`src/rtl/present_key_schedule_if.sv`:
```
// Round-key streaming bundle between the PRESENT key schedule and its user.
// The master side supplies the key and start request and consumes the round keys.
interface present_key_schedule_if #(
  parameter int KEY_W = 80
);
  logic [KEY_W-1:0] key_i;
  logic             start_i;
  logic             dir_i;
  logic [63:0]      rk_o;
  logic [5:0]       rk_idx_o;
  logic             rk_valid_o;
  logic             rk_ready_i;
  logic             busy_o;
  logic             done_o;

  modport master (
    output key_i, start_i, dir_i, rk_ready_i,
    input  rk_o, rk_idx_o, rk_valid_o, busy_o, done_o
  );

  modport slave (
    input  key_i, start_i, dir_i, rk_ready_i,
    output rk_o, rk_idx_o, rk_valid_o, busy_o, done_o
  );
endinterface

```
`src/rtl/present_key_schedule.sv`:
```
// Sequential PRESENT key schedule (80/128-bit keys) that streams ROUNDS+1 round keys
// in encryption order, or in decryption order after precomputing the final key.
module present_key_schedule #(
  parameter int KEY_W  = 80,
  parameter int ROUNDS = 31
) (
  input logic                   clk,
  input logic                   rst_n,
  present_key_schedule_if.slave ks
);

  if (KEY_W != 80 && KEY_W != 128) begin : g_bad_key_w
    $error("present_key_schedule: KEY_W must be 80 or 128");
  end
  if (ROUNDS < 1 || ROUNDS > 31) begin : g_bad_rounds
    $error("present_key_schedule: ROUNDS must be in 1..31");
  end

  // Low bit of the 5-bit round-counter field that is XORed into the key.
  localparam int              CLO      = (KEY_W == 128) ? 62 : 15;
  localparam logic [5:0]      LAST_IDX = 6'(ROUNDS + 1);
  localparam logic [4:0]      LAST_CNT = 5'(ROUNDS);

  typedef enum logic [1:0] {IDLE, PRECOMP, EMIT} state_t;

  function automatic logic [3:0] sbox(input logic [3:0] x);
    logic [3:0] y;
    unique case (x)
      4'h0: y = 4'hC;  4'h1: y = 4'h5;  4'h2: y = 4'h6;  4'h3: y = 4'hB;
      4'h4: y = 4'h9;  4'h5: y = 4'h0;  4'h6: y = 4'hA;  4'h7: y = 4'hD;
      4'h8: y = 4'h3;  4'h9: y = 4'hE;  4'hA: y = 4'hF;  4'hB: y = 4'h8;
      4'hC: y = 4'h4;  4'hD: y = 4'h7;  4'hE: y = 4'h1;  default: y = 4'h2;
    endcase
    return y;
  endfunction

  function automatic logic [3:0] sbox_inv(input logic [3:0] x);
    logic [3:0] y;
    unique case (x)
      4'h0: y = 4'h5;  4'h1: y = 4'hE;  4'h2: y = 4'hF;  4'h3: y = 4'h8;
      4'h4: y = 4'hC;  4'h5: y = 4'h1;  4'h6: y = 4'h2;  4'h7: y = 4'hD;
      4'h8: y = 4'hB;  4'h9: y = 4'h4;  4'hA: y = 4'h6;  4'hB: y = 4'h3;
      4'hC: y = 4'h0;  4'hD: y = 4'h7;  4'hE: y = 4'h9;  default: y = 4'hA;
    endcase
    return y;
  endfunction

  // Forward update: rotate left 61, S-box the top nibble(s), mix in the counter.
  function automatic logic [KEY_W-1:0] f_upd(input logic [KEY_W-1:0] k, input logic [4:0] c);
    logic [KEY_W-1:0] r;
    r = {k[KEY_W-62:0], k[KEY_W-1:KEY_W-61]};
    r[KEY_W-1 -: 4] = sbox(r[KEY_W-1 -: 4]);
    if (KEY_W == 128) r[KEY_W-5 -: 4] = sbox(r[KEY_W-5 -: 4]);
    r[CLO +: 5] = r[CLO +: 5] ^ c;
    return r;
  endfunction

  // Inverse update: undo the counter mix, inverse S-box, rotate right 61.
  function automatic logic [KEY_W-1:0] g_upd(input logic [KEY_W-1:0] k, input logic [4:0] c);
    logic [KEY_W-1:0] r;
    r = k;
    r[CLO +: 5] = r[CLO +: 5] ^ c;
    r[KEY_W-1 -: 4] = sbox_inv(r[KEY_W-1 -: 4]);
    if (KEY_W == 128) r[KEY_W-5 -: 4] = sbox_inv(r[KEY_W-5 -: 4]);
    return {r[60:0], r[KEY_W-1:61]};
  endfunction

  state_t           state, state_nxt;
  logic [KEY_W-1:0] key_reg, key_nxt;
  logic [5:0]       rk_idx, idx_nxt;
  logic [4:0]       cnt, cnt_nxt;
  logic             dir_q, dir_nxt;
  logic             done_q, done_nxt;

  // NOTE: non-blocking assignments so every register samples pre-edge values.
  always_ff @(posedge clk or negedge rst_n) begin
    if (!rst_n) begin
      state   <= IDLE;
      key_reg <= '0;
      rk_idx  <= '0;
      cnt     <= '0;
      dir_q   <= 1'b0;
      done_q  <= 1'b0;
    end else begin
      state   <= state_nxt;
      key_reg <= key_nxt;
      rk_idx  <= idx_nxt;
      cnt     <= cnt_nxt;
      dir_q   <= dir_nxt;
      done_q  <= done_nxt;
    end
  end

  always_comb begin
    // NOTE: every variable gets a default first, so no path can infer a latch.
    state_nxt = state;
    key_nxt   = key_reg;
    idx_nxt   = rk_idx;
    cnt_nxt   = cnt;
    dir_nxt   = dir_q;
    done_nxt  = 1'b0;
    unique case (state)
      IDLE: begin
        if (ks.start_i) begin
          key_nxt = ks.key_i;
          dir_nxt = ks.dir_i;
          if (ks.dir_i) begin
            cnt_nxt   = 5'd1;
            state_nxt = PRECOMP;
          end else begin
            idx_nxt   = 6'd1;
            state_nxt = EMIT;
          end
        end
      end
      PRECOMP: begin
        // Walk forward to the last round key so it can be emitted first.
        key_nxt = f_upd(key_reg, cnt);
        cnt_nxt = cnt + 5'd1;
        if (cnt == LAST_CNT) begin
          idx_nxt   = LAST_IDX;
          state_nxt = EMIT;
        end
      end
      EMIT: begin
        if (ks.rk_ready_i) begin
          if (!dir_q) begin
            if (rk_idx == LAST_IDX) begin
              state_nxt = IDLE;
              done_nxt  = 1'b1;
            end else begin
              key_nxt = f_upd(key_reg, rk_idx[4:0]);
              idx_nxt = rk_idx + 6'd1;
            end
          end else begin
            if (rk_idx == 6'd1) begin
              state_nxt = IDLE;
              done_nxt  = 1'b1;
            end else begin
              key_nxt = g_upd(key_reg, 5'(rk_idx - 6'd1));
              idx_nxt = rk_idx - 6'd1;
            end
          end
        end
      end
      default: state_nxt = IDLE;
    endcase
  end

  // All outputs come straight from registers: valid never depends on ready.
  assign ks.rk_o       = key_reg[KEY_W-1 -: 64];
  assign ks.rk_idx_o   = rk_idx;
  assign ks.rk_valid_o = (state == EMIT);
  assign ks.busy_o     = (state != IDLE);
  assign ks.done_o     = done_q;

endmodule
```
`src/flat_wrapper.sv`:
```
// flat-port wrapper written by rule: the top's interface ports become plain ports
module present_key_schedule_flat 
#(
  parameter int KEY_W  = 80,
  parameter int ROUNDS = 31
)
  (clk, rst_n, ks_key_i, ks_start_i, ks_dir_i, ks_rk_ready_i, ks_rk_o, ks_rk_idx_o, ks_rk_valid_o, ks_busy_o, ks_done_o);
  present_key_schedule_if #(.KEY_W(KEY_W)) ks_i ();
  input logic clk;
  input logic rst_n;
  input wire logic [$bits(ks_i.key_i)-1:0] ks_key_i;
  input wire logic [$bits(ks_i.start_i)-1:0] ks_start_i;
  input wire logic [$bits(ks_i.dir_i)-1:0] ks_dir_i;
  input wire logic [$bits(ks_i.rk_ready_i)-1:0] ks_rk_ready_i;
  output wire logic [$bits(ks_i.rk_o)-1:0] ks_rk_o;
  output wire logic [$bits(ks_i.rk_idx_o)-1:0] ks_rk_idx_o;
  output wire logic [$bits(ks_i.rk_valid_o)-1:0] ks_rk_valid_o;
  output wire logic [$bits(ks_i.busy_o)-1:0] ks_busy_o;
  output wire logic [$bits(ks_i.done_o)-1:0] ks_done_o;
  assign ks_i.key_i = ks_key_i;
  assign ks_i.start_i = ks_start_i;
  assign ks_i.dir_i = ks_dir_i;
  assign ks_i.rk_ready_i = ks_rk_ready_i;
  assign ks_rk_o = ks_i.rk_o;
  assign ks_rk_idx_o = ks_i.rk_idx_o;
  assign ks_rk_valid_o = ks_i.rk_valid_o;
  assign ks_busy_o = ks_i.busy_o;
  assign ks_done_o = ks_i.done_o;
  present_key_schedule #(.KEY_W(KEY_W), .ROUNDS(ROUNDS)) u_core (.clk(clk), .rst_n(rst_n), .ks(ks_i));
endmodule
```
`config.mk`:
```
export PLATFORM = sky130hd
export DESIGN_NAME = present_key_schedule_flat
export DESIGN_NICKNAME = d
export VERILOG_FILES = /design/src/rtl/present_key_schedule_if.sv /design/src/rtl/present_key_schedule.sv /design/src/flat_wrapper.sv
export SDC_FILE = /design/constraint.sdc
export NUM_CORES = 1
export LEC_CHECK = 0
export ABC_AREA = 1
export BUFFER_PORTS_ARGS = -buffer_cell sky130_fd_sc_hd__buf_4
export CAP_MARGIN = 0
export CORE_UTILIZATION = 61
export CTS_BUF_LIST = sky130_fd_sc_hd__clkbuf_8
export DETAILED_ROUTE_END_ITERATION = 6
export PLACE_DENSITY = 0.91
export SYNTH_ARGS = -nofsm -noshare
export SYNTH_HDL_FRONTEND = slang
export SYNTH_SLANG_ARGS = --single-unit
export TNS_END_PERCENT = 5
```
`constraint.sdc`:
```
create_clock -name clk -period 4.3 [get_ports clk]
set_clock_uncertainty 0.15 [all_clocks]
set_input_delay 0.86 -clock clk [delete_from_list [all_inputs] [get_ports clk]]
set_output_delay 0.86 -clock clk [all_outputs]
set_load 0.1 [all_outputs]
```
==> reports/results.ini <==
[timing]
finalSetupViolations=0
fin_setup_tns_ns=0
hold_viol_final=0
fin_crit_ns=3.20
fmax_ghz=0.313
drv_slew=0
grt_setup_unrepaired=no
post-route-period-util=0.744
timing.final.ws_setup_ns=1.10
max_slew_margin=0.152
worstMarginPinSlew_ns=1.27

[synthesis]
ys_seq_area_frac=0.342
synth_area_leaders=dfrtp_1 34%, nand2_1 13%, o221ai_1 8.3%
synth_edf_count=0
ys_dominant_reg_cell=dfrtp_1
synthesis.nets=1072
yosysTopAreaCellShare=0.342
synthCells=967
async_flop_share=1.00
synth-seq-cells=95
yosysUniqueCellTypes=31
syn_area_um2=6960
avgSynthCellArea_um2=7.20
ys.warnings.count=0
yosysTopAreaCell=dfrtp_1

[route]
vias=6750
drt_pass1_iterations=6
via_per_inst=5.79
final_antenna_net_count=0
route.detailed.drc=0
post_drt_wl_per_cell_um=16.2
drt_iter0_markers=794
route.final.wire_length_um=18900

[cts]
clockBufferDepth=2
ctsResizeCount=0
cts_hold_buf=0
path_clk_slew_ns=0.11
h-tree-depth=3
insertion_delay_ns=0.37
cts_setup_buffers=0
tritoncts=yes
clk_root_buffer_cell=clkbuf_8
cts_buffers=9
clock-sinks=95

[setup_path]
critPathMaxFanout=69
critPathTopFamily=compound AO/OA/AOI/OAI gates
cpPeakStageDelay_ns=0.85
path_buf_inv=1
crit_path_top_delay_cell=nand2_2
worstPathCellList=inv_1, ha_1, nand2_2, o21ai_0, o22ai_1, o21ai_1
critical_path_arrival_ns=3.33
required_ns=4.43
endpoint_kind=flop
startpoint_type=flop
rr_worst_depth=6
crit_type=flop to flop
path_depth=6

[cells_and_area]
layout_commonest_cell=nand2_1
fillCellCount=899
final_cell_mix=245 x nand2_1, 164 x buf_4, 107 x inv_1
multi_input_area_um2=3380
nets=1126
final-seq-area_um2=2380
largest_reg_flops=80
syn_to_final_growth_pct=11.8
post-route-util=0.708
layout-drive-gt1-share=0.256
antenna_cells=0

[place]
pre_cts_ws_ns=1.26
portBuffers=157
place_congestion=0.937
hpwl_um=13500

[die]
core_area_um2=11000
fp.dieArea_um2=11800
io_pins=158
num_rows=38
die_w_um=109
die_y_um=109
initial_core_util=0.634

[grt]
grt_max_degree=80
grt_usage=0.325
grt_pass1_wl_um=29700
grt_pass1_vias=6013
grt.overflow.total=0
antenna_found_initial=0

[job]
cap_violations=0

[status]
status=completed

[worst_hold_path]
hp-class=primary input to async pin

==> final timing paths <==
check                                  start            endpoint  slack (ns)
setup / recovery             u_core.state[0]  u_core.key_reg[79]        1.10
hold / removal                         rst_n     u_core.state[0]        0.32
setup reg to reg             u_core.state[0]  u_core.key_reg[79]        1.10
hold reg to reg            u_core.key_reg[1]   u_core.key_reg[1]        0.35
max in group asynchronous              rst_n   u_core.key_reg[4]        2.87
min in group clk           u_core.key_reg[1]   u_core.key_reg[1]        0.35
==> cells by family after synthesis <==
family	count (synthesis)	share of synthesized area
buf+inv	235	0.175
xor+xnor	4	0.00504
fa+ha+maj	20	0.0360
flops	95	0.342
compound gates	145	0.142
simple gates	468	0.300
==> synth_stat cells (3+ instances only) <==
cell,count
dfrtp_1,95
inv_1,106
o21ai_0,28
a21oi_1,29
buf_2,15
inv_2,7
clkbuf_1,29
o21ai_1,14
o22ai_1,3
o221ai_1,66
nand3_1,100
ha_1,20
nor2_1,46
or2_2,68
nand2_1,245
buf_4,70
buf_6,7
==> per-layer routing <==
metal	wire (µm)	vias up	track usage
li1	-	3193	-
met5	0	-	0
met4	680	0	0.136
met2	8950	420	0.522
met3	1800	55	0.0580
met1	7500	3082	0.432
==> area by class of cell <==
cell class,count,area share
Tap cell,140,0.0225
Sequential cell,95,0.306
Multi-Input combinational cell,637,0.435
Timing Repair Buffer,164,0.158
Inverter,114,0.0553
Clock inverter,7,0.00740
Clock buffer,9,0.0159
==> per-stage QoR <==
step	std cells	hold WS (ns)	instance area (µm²)
after floorplan	967	0.299	6960
after global placement	1150	0.312	7600
after detailed placement	1150	0.319	7600
after global routing	1166	0.354	7780
after CTS	1166	0.337	7780
final	1166	0.322	7780
Power is left out: the tool's default activity adds up to more than one toggle a clock period on the data nets, which glitch-free logic cannot reach.
